<file path="config.mk">
export PLATFORM = sky130hd
export DESIGN_NAME = line_fill_buffer_flat
export DESIGN_NICKNAME = d
export VERILOG_FILES = /design/src/rtl/line_fill_buffer_if.sv /design/src/rtl/line_fill_buffer.sv /design/src/flat_wrapper.sv
export SDC_FILE = /design/constraint.sdc
export NUM_CORES = 1
export LEC_CHECK = 0
export BUFFER_PORTS_ARGS = -buffer_cell sky130_fd_sc_hd__buf_2
export CAP_MARGIN = 10
export CORE_ASPECT_RATIO = 1.4
export CORE_MARGIN = 4
export CORE_UTILIZATION = 40
export CTS_BUF_LIST = sky130_fd_sc_hd__clkbuf_8
export DETAILED_ROUTE_END_ITERATION = 16
export PLACE_DENSITY = 0.68
export SETUP_SLACK_MARGIN = 0.4
export SYNTH_ARGS = -nofsm -noshare
export SYNTH_HDL_FRONTEND = slang
export SYNTH_SLANG_ARGS = --single-unit
</file>
<file path="constraint.sdc">
create_clock -name Clk -period 8 [get_ports Clk]
set_clock_uncertainty 0.05 [all_clocks]
set_input_delay 0.4 -clock Clk [delete_from_list [all_inputs] [get_ports Clk]]
set_output_delay 0.4 -clock Clk [all_outputs]
set_load 0.05 [all_outputs]
</file>
<file path="src/rtl/line_fill_buffer_if.sv">
// Purpose : bundles the fill-request side and the word-wide memory side of the line fill buffer.
// Latency : n/a (signal bundle only).
// Backpressure: memory stalls the fill by withholding Mem_Ack; the request side is held off by LB_Busy.
// Ports   : master = requester/memory model view (drives requests and memory replies),
//           slave  = line fill buffer view (drives status, assembled line and memory requests).
interface line_fill_buffer_if #(
    parameter int LINE_WORDS = 8,
    parameter int WORD_W     = 32,
    parameter int ADDR_W     = 32
) ();
    // cache controller side
    logic                         LB_Enable;
    logic [ADDR_W-1:0]            Address;
    logic                         RWordSelect;
    logic                         LB_Busy;
    logic                         LB_FirstWord;
    logic                         LB_Completed;
    logic [LINE_WORDS*WORD_W-1:0] LB_LineData;
    logic [ADDR_W-1:0]            LB_LineAddr;
    // memory side
    logic                         Mem_Req;
    logic [ADDR_W-1:0]            Mem_Addr;
    logic                         Mem_Ack;
    logic [WORD_W-1:0]            Mem_RData;

    modport master (
        output LB_Enable, Address, RWordSelect, Mem_Ack, Mem_RData,
        input  LB_Busy, LB_FirstWord, LB_Completed, LB_LineData, LB_LineAddr,
               Mem_Req, Mem_Addr
    );

    modport slave (
        input  LB_Enable, Address, RWordSelect, Mem_Ack, Mem_RData,
        output LB_Busy, LB_FirstWord, LB_Completed, LB_LineData, LB_LineAddr,
               Mem_Req, Mem_Addr
    );
endinterface

</file>
<file path="src/rtl/line_fill_buffer.sv">
// Purpose : miss-refill engine; fetches one cache line word by word (critical word first or linear)
//           and presents the assembled line plus its base address.
// Latency : zero-wait memory -> FirstWord one cycle after the critical ack, Completed 9 cycles after accept.
// Backpressure: memory stalls by holding Mem_Ack low (Mem_Addr stays put); new requests are ignored while busy.
// Ports   : Clk, Rst (async, active-high); lb = slave view of line_fill_buffer_if.
module line_fill_buffer #(
    parameter int LINE_WORDS = 8,
    parameter int WORD_W     = 32,
    parameter int ADDR_W     = 32
) (
    input  logic               Clk,
    input  logic               Rst,
    line_fill_buffer_if.slave  lb
);
    localparam int IDX_W = $clog2(LINE_WORDS);
    localparam logic [IDX_W:0] CNT_LAST = (IDX_W+1)'(LINE_WORDS-1);

    typedef enum logic [1:0] {
        S_IDLE  = 2'd0,
        S_FETCH = 2'd1,
        S_DONE  = 2'd2
    } state_t;

    state_t                   r_state;
    state_t                   w_state_nxt;
    logic [WORD_W-1:0]        r_words [LINE_WORDS];
    logic [ADDR_W-1:0]        r_line_addr;
    logic [IDX_W-1:0]         r_idx;
    logic [IDX_W-1:0]         r_crit;
    logic [IDX_W:0]           r_cnt;
    logic                     r_first;
    logic                     w_accept;
    logic                     w_ack;
    logic                     w_last;
    logic [LINE_WORDS*WORD_W-1:0] w_line;

    // Acks are only meaningful while a request is outstanding.
    assign w_accept = (r_state == S_IDLE) && lb.LB_Enable;
    assign w_ack    = (r_state == S_FETCH) && lb.Mem_Ack;
    assign w_last   = w_ack && (r_cnt == CNT_LAST);

    always_ff @(posedge Clk or posedge Rst) begin
        if (Rst) begin
            r_state <= S_IDLE;
        end else begin
            r_state <= w_state_nxt;
        end
    end

    always_comb begin
        w_state_nxt = r_state;
        case (r_state)
            S_IDLE:  if (lb.LB_Enable) w_state_nxt = S_FETCH;
            S_FETCH: if (w_last)       w_state_nxt = S_DONE;
            S_DONE:                    w_state_nxt = S_IDLE;
            default:                   w_state_nxt = S_IDLE;
        endcase
    end

    always_ff @(posedge Clk or posedge Rst) begin
        if (Rst) begin
            for (int i = 0; i < LINE_WORDS; i++) begin
                r_words[i] <= '0;
            end
            r_line_addr <= '0;
            r_idx       <= '0;
            r_crit      <= '0;
            r_cnt       <= '0;
            r_first     <= 1'b0;
        end else begin
            r_first <= 1'b0;
            if (w_accept) begin
                // Line storage is deliberately left alone; the new fill overwrites it slot by slot.
                r_line_addr <= {lb.Address[ADDR_W-1:IDX_W], {IDX_W{1'b0}}};
                r_idx       <= lb.RWordSelect ? lb.Address[IDX_W-1:0] : '0;
                r_crit      <= lb.Address[IDX_W-1:0];
                r_cnt       <= '0;
            end else if (w_ack) begin
                r_words[r_idx] <= lb.Mem_RData;
                r_idx          <= r_idx + 1'b1;   // power-of-two line: natural wrap
                r_cnt          <= r_cnt + 1'b1;
                if (r_idx == r_crit) begin
                    r_first <= 1'b1;
                end
            end
        end
    end

    always_comb begin
        w_line = '0;
        for (int i = 0; i < LINE_WORDS; i++) begin
            w_line[i*WORD_W +: WORD_W] = r_words[i];
        end
    end

    // Request/status decode straight from state so reset removes them without waiting for a clock.
    assign lb.Mem_Req      = (r_state == S_FETCH);
    assign lb.Mem_Addr     = {r_line_addr[ADDR_W-1:IDX_W], r_idx};
    assign lb.LB_Busy      = (r_state != S_IDLE);
    assign lb.LB_Completed = (r_state == S_DONE);
    assign lb.LB_FirstWord = r_first;
    assign lb.LB_LineData  = w_line;
    assign lb.LB_LineAddr  = r_line_addr;
endmodule

</file>
<file path="src/flat_wrapper.sv">
// flat-port wrapper written by rule: the top's interface ports become plain ports
module line_fill_buffer_flat 
#(
    parameter int LINE_WORDS = 8,
    parameter int WORD_W     = 32,
    parameter int ADDR_W     = 32
)
  (Clk, Rst, lb_LB_Enable, lb_Address, lb_RWordSelect, lb_Mem_Ack, lb_Mem_RData, lb_LB_Busy, lb_LB_FirstWord, lb_LB_Completed, lb_LB_LineData, lb_LB_LineAddr, lb_Mem_Req, lb_Mem_Addr);
  line_fill_buffer_if #(.LINE_WORDS(LINE_WORDS), .WORD_W(WORD_W), .ADDR_W(ADDR_W)) lb_i ();
  input  logic Clk;
  input  logic Rst;
  input wire logic [$bits(lb_i.LB_Enable)-1:0] lb_LB_Enable;
  input wire logic [$bits(lb_i.Address)-1:0] lb_Address;
  input wire logic [$bits(lb_i.RWordSelect)-1:0] lb_RWordSelect;
  input wire logic [$bits(lb_i.Mem_Ack)-1:0] lb_Mem_Ack;
  input wire logic [$bits(lb_i.Mem_RData)-1:0] lb_Mem_RData;
  output wire logic [$bits(lb_i.LB_Busy)-1:0] lb_LB_Busy;
  output wire logic [$bits(lb_i.LB_FirstWord)-1:0] lb_LB_FirstWord;
  output wire logic [$bits(lb_i.LB_Completed)-1:0] lb_LB_Completed;
  output wire logic [$bits(lb_i.LB_LineData)-1:0] lb_LB_LineData;
  output wire logic [$bits(lb_i.LB_LineAddr)-1:0] lb_LB_LineAddr;
  output wire logic [$bits(lb_i.Mem_Req)-1:0] lb_Mem_Req;
  output wire logic [$bits(lb_i.Mem_Addr)-1:0] lb_Mem_Addr;
  assign lb_i.LB_Enable = lb_LB_Enable;
  assign lb_i.Address = lb_Address;
  assign lb_i.RWordSelect = lb_RWordSelect;
  assign lb_i.Mem_Ack = lb_Mem_Ack;
  assign lb_i.Mem_RData = lb_Mem_RData;
  assign lb_LB_Busy = lb_i.LB_Busy;
  assign lb_LB_FirstWord = lb_i.LB_FirstWord;
  assign lb_LB_Completed = lb_i.LB_Completed;
  assign lb_LB_LineData = lb_i.LB_LineData;
  assign lb_LB_LineAddr = lb_i.LB_LineAddr;
  assign lb_Mem_Req = lb_i.Mem_Req;
  assign lb_Mem_Addr = lb_i.Mem_Addr;
  line_fill_buffer #(.LINE_WORDS(LINE_WORDS), .WORD_W(WORD_W), .ADDR_W(ADDR_W)) u_core (.Clk(Clk), .Rst(Rst), .lb(lb_i));
endmodule
</file>
# ---- Word-level counts from Yosys, hierarchy flattened
# Index checks and enable logic that the tools add are counted.
dict set report totals {
  romBits 0
  out_inout_bits 324
  ram_bits 0
  wordCells 49
  mem_count 0
  reg_bits 298
  input_bits 69
  latch_bits 0
}
dict set report op_classes {
  n_bitwise 2
  mux 14
  n_div 0
  eq_ne 6
  addsub 2
  multipliers 0
  shift 0
  n_reduce_logical 9
  order_cmp 2
}
# op n
set ops {}
lappend ops {{$bwmux 256} 1}
lappend ops {{$demux 32 s3} 1}
lappend ops {{$mux 32} 1}
lappend ops {{$mux 3} 3}
lappend ops {{$mux 4} 2}
lappend ops {{$add 4x1->4 const B} 1}
lappend ops {{$eq 4x3->1 const B} 1}
lappend ops {{$ge 4x4->1 const B} 1}
lappend ops {{$logic_and 1x1->1} 4}
lappend ops {{$lt 4x1->1 const B} 1}
lappend ops {{$mux 2} 2}
lappend ops {{$not 3->4} 1}
lappend ops {{$pmux 2 s2} 1}
lappend ops {{$reduce_and 2->1} 2}
lappend ops {{$reduce_bool 2->1} 2}
lappend ops {{$add 3x1->3 const B} 1}
lappend ops {{$eq 3x3->1} 1}
lappend ops {{$mux 1} 3}
lappend ops {{$eq 2x1->1 const B} 1}
lappend ops {{$eq 2x2->1 const B} 1}
lappend ops {{$logic_not 2->1} 1}
lappend ops {{$ne 2x1->1 const B} 1}
lappend ops {{$ne 2x2->1 const B} 1}
lappend ops {{$not 1->1} 1}

# ---- Logic depth before layout (Yosys ltp)
dict set report logic_depth {
  depth_word 6
  mapped_depth 6
  mapped_depth_nobuf 4
}

# ---- Least setup slack after synthesis
# No wires, ideal clock.
dict set report synth_path {
  kind {register to register}
  start {register u_core.r_idx[0]}
  end {register u_core.r_words (netlist bit u_core.lb.LB_LineData[32])}
  slack_ns 5.836
  path_buffers 3
  required_time_ns 7.825
  arrival_ns 1.989
  setup_ns 0.125
  stages_incl_launch_ff 7
  period_less_slack_ns 2.164
  cell_sequence {dfrtp_1 -> buf_2 -> nand4b_1 -> or3_1 -> buf_2 -> buf_6 -> mux2_4}
}
dict set report synth_via {
  elab_chain_cells 6
  word_cells_on_any_way 7
  cone_classes {2 x order compare; 3 x mux; 1 x bitwise; 1 x reduce/logical}
}
# element line
set synth_rtl {}
lappend synth_rtl {{start, declared} line_fill_buffer.sv:28} ;# logic [IDX_W-1:0] r_idx;
lappend synth_rtl {{start signal, assigned} line_fill_buffer.sv:75} ;# r_idx <= lb.RWordSelect ? lb.Address[IDX_W-1:0] : '0;
lappend synth_rtl {{start signal, assigned} line_fill_buffer.sv:80} ;# r_idx <= r_idx + 1'b1;
lappend synth_rtl {{$not 3->4 (implied by the code) (*)} line_fill_buffer.sv:79} ;# r_words[r_idx] <= lb.Mem_RData;
lappend synth_rtl {{$ge 4x4->1 (implied by the code) / $lt 4x1->1 (equally long branches)} line_fill_buffer.sv:79}
lappend synth_rtl {{$logic_and 1x1->1 (implied by the code)} line_fill_buffer.sv:79}
lappend synth_rtl {{$mux 32 (implied by the code)} line_fill_buffer.sv:79}
lappend synth_rtl {{$demux 32 s3 (*)} line_fill_buffer.sv:79}
lappend synth_rtl {{$bwmux 256 (*)} line_fill_buffer.sv:79}
lappend synth_rtl {{end signal, assigned by index} line_fill_buffer.sv:79}
lappend synth_rtl {{end, declared} line_fill_buffer.sv:26} ;# logic [WORD_W-1:0] r_words [LINE_WORDS];
# Every way passes the cells marked *; elsewhere a longest branch is shown, timed or not.
# A chain may end at the register's enable or synchronous reset.

# ---- Final worst setup path
dict set report layout_path {
  start {register u_core.r_state[0]}
  end {register u_core.r_words (netlist bit u_core.lb.LB_LineData[96])}
}
dict set report layout_via {
  elab_chain_cells 4
  word_cells_on_any_way 6
  cone_classes {1 x eq/ne; 1 x bitwise; 4 x reduce/logical}
}
# element line
set layout_rtl {}
lappend layout_rtl {{start, declared} line_fill_buffer.sv:24} ;# state_t r_state;
lappend layout_rtl {{start signal, assigned} line_fill_buffer.sv:46} ;# r_state <= w_state_nxt;
lappend layout_rtl {{$logic_not 2->1} line_fill_buffer.sv:38} ;# assign w_accept = (r_state == S_IDLE) && lb.LB_Enable;
lappend layout_rtl {{$logic_and 1x1->1} line_fill_buffer.sv:38}
lappend layout_rtl {{$not 1->1 (no line)} -}
lappend layout_rtl {{$reduce_and 2->1 (no line) (*)} -}
# Marks and branches as above.

==> key figures <==
Status
  – Status: finished, final reports clean

Logic synthesis
  – Syn Inst Count: between 700 and 800
  – Post-synthesis sequential area ratio: 62.7%
  – Synth Flop Type: dfrtp_1
  – Mapped Area: approximately 12,000 sq um
  – Number of synthesized flops with an enable pin: 0
  – Yosys warns: 0
  – Syn_area_per_cell: 16.9 sq um
  – Async SR Flop Fraction: 100%
  – Number of distinct library cells after synthesis: 31
  – Synth Register Bits: 298

Flow run
  – Maxcap violations: 0

Global routing
  – Largest net degree at the start of global routing: ~170
  – First-pass GRT wire length: 47.3 mm
  – GRT overflow: 0
  – Vias in the first global route: between 7,000 and 8,000
  – GRT Overall Usage: between 10% and 20%
  – Antenna violations before repair: 0

Worst hold path
  – Worst hold path class: in -> reg
  – Worst Hold Endpoint: u_core.r_idx[2]
  – Hold depth: 3
  – Hold_sp: lb_RWordSelect

Detailed routing
  – Routed WL: about 31 mm
  – DRC viols: 0
  – Vias post-DR: ~7,400
  – Vias per cell: 4.79
  – DR iter-0 viols: 233
  – Routed Antenna Nets: 0
  – First-pass DRT Iterations: 4
  – Avg WL per Cell: a little over 20 um

Final layout
  – Fillcell total: 2,502
  – Reg area: 7460 sq um
  – Layout Nets: ~1,200
  – Antenna diode count: 0
  – Multi-input logic area: just under 4000 sq um
  – Commonest non-fill, non-tap cell in the layout: buf_2
  – Commonest non-fill, non-tap cells in the layout: buf_2, dfrtp_1, mux2_2
  – Design Area, Final: 15,400 sq um
  – Layout cells sized above 1: 67.2%
  – Area Growth Syn to Fin: 29.2%

Clock network
  – Worst-Skew Late Latency: 560 ps
  – Clk buf depth: 3
  – Clock sinks: 298
  – Clock slew at reported path FFs: 60 ps
  – Htree depth: 2
  – CTS tree: built
  – Number of gates resized after CTS: 0
  – Clock buffer count from CTS: 47
  – Clock tree root buffer cell: clkbuf_8
  – Setup Buffers After CTS: 0

Worst setup path
  – Critical path class: reg -> reg
  – R2R Setup Slk: about 5200 ps
  – FF-to-FF End: u_core.lb.LB_LineData[96]
  – Crit path DAT: between 3000 and 4000 ps
  – Worst endpoint required time: 8390 ps
  – FF-to-FF path depth: 4
  – R2r startpoint: u_core.r_state[0]
  – CP Launch Type: flop
  – Max Fanout on Critical Path: 17
  – Critical Path End Type: flop

Placement
  – Placed cell area: 14,000 sq um
  – Detailed-placement wirelength estimate: 21.4 mm
  – Global placer's final weighted congestion: 0.761
  – PortBufs: 389

Timing
  – Min cycle time layout: around 2800 ps
  – Max-slew headroom: 25.3%
  – Slew Limit Fails: 0
  – Final Setup Violations: 0
  – Final Hold Fails: 0
  – Fmax: approximately 360 MHz
  – Tightest Pin Transition: 1120 ps
  – Unrepaired setup endpoints after global routing: false
  – Setup tns final: 0 ps
  – Final Cycle Share: 34.6%

Floorplan
  – Die Ht: around 210 um
  – Core Footprint: 29,300 sq um
  – Top Ports: 393
  – # rows: 74
  – Die Wd: 154 um
  – Full die area: 32,600 sq um
  – Initial Utilization: 40.7%
-- registers in the layout (all words and copies together) (netlist names) --
signal / flops
u_core.lb.LB_FirstWord: 1
u_core.lb.LB_LineAddr: 29
u_core.lb.LB_LineData: 256
u_core.r_cnt: 4
u_core.r_crit: 3
u_core.r_idx: 3
u_core.r_state: 2
-- logic make-up after synthesis --
kind of cell	share of synthesized area [%]
AO/OA/AOI/OAI	0.357
XOR/XNOR	0.442
adder cells (fa/ha/maj)	0.210
buffers and inverters	4.29
flip-flops	62.7
multiplexers	30.2
other	0.0315
AND/OR/NAND/NOR	1.83
-- metal layers --
| metal | up-vias | track usage [%] | wire [um] |
|---|---|---|---|
| met1 | 3768 | 21.1 | 11500 |
| met3 | 65 | 4.68 | 1850 |
| met4 | 0 | 7.50 | 1140 |
| li1 | 3277 | - | - |
| met2 | 242 | 33.3 | 16600 |
| met5 | - | 0 | 0 |
-- per-stage QoR --
stage | worst slack, ps | cells | util [%] | hold slack [ps]
after floorplan | 3590 | 706 | - | 380
after CTS | 5170 | 1536 | 52.5 | 23.9
after global routing | 5080 | 1536 | 52.5 | 45.3
after detailed placement | 5180 | 1418 | 47.7 | 414
after global placement | 5260 | 1418 | 47.7 | 411
final | 5230 | 1536 | 52.5 | 77.7
-- critical path, stage by stage, from the launching register on --
cell	delay [ps]
dfrtp_1	530
nand4b_1	380
nor3b_4	900
buf_4	400
mux2_2	370
-- cells in the mapped netlist, types with 2 or more instances --
master / number / area (sq um)
xor2_1: 6 / 52.6
nor2b_1: 2 / 12.5
nor2_1: 2 / 7.51
buf_4: 34 / 255
buf_2: 20 / 100
or3_1: 2 / 12.5
nand4b_1: 4 / 35.0
nand2_1: 2 / 7.51
clkbuf_1: 2 / 7.51
dfrtp_1: 298 / 7460
inv_1: 2 / 7.51
ha_1: 2 / 25.0
nand3b_1: 2 / 15.0
or4b_1: 2 / 20.0
mux2_4: 90 / 1350
buf_6: 12 / 135
o21ai_0: 6 / 30.0
mux2_2: 197 / 2220
nand3_1: 4 / 20.0
nor3b_2: 3 / 37.5
nor3_1: 2 / 10.0
-- cell type report --
type	count	area share (%)
tap	380	3.09
sequential	298	48.5
multi-input combinational	337	25.8
timing repair buffer	434	15.5
inverter	2	0.0732
clock inverter	21	1.27
clock buffer	64	5.73
-- how the worst max path moves through the flow --
| stage | start | to | slack, ps | cells after the start |
|---|---|---|---|---|
| after floorplan | Rst | u_core.lb.LB_FirstWord | 3590 | 1 |
| after global placement | lb_Mem_Ack | u_core.lb.LB_LineData[126] | 5260 | 5 |
| after detailed placement | u_core.r_state[0] | u_core.lb.LB_LineData[96] | 5180 | 4 |
| after CTS | u_core.r_state[0] | u_core.lb.LB_LineData[104] | 5170 | 4 |
| after global routing | u_core.r_state[0] | u_core.lb.LB_LineData[102] | 5080 | 4 |
| final | u_core.r_state[0] | u_core.lb.LB_LineData[96] | 5230 | 4 |
-- what timing repair did --
item,in CTS,in global routing
hold endpoints to repair,83,0
hold buffers,33,0
endpoints found under the setup margin,0,0
Power is not shown: default switching activity piles up to over one toggle a cycle in this logic, so the estimate is an artifact.
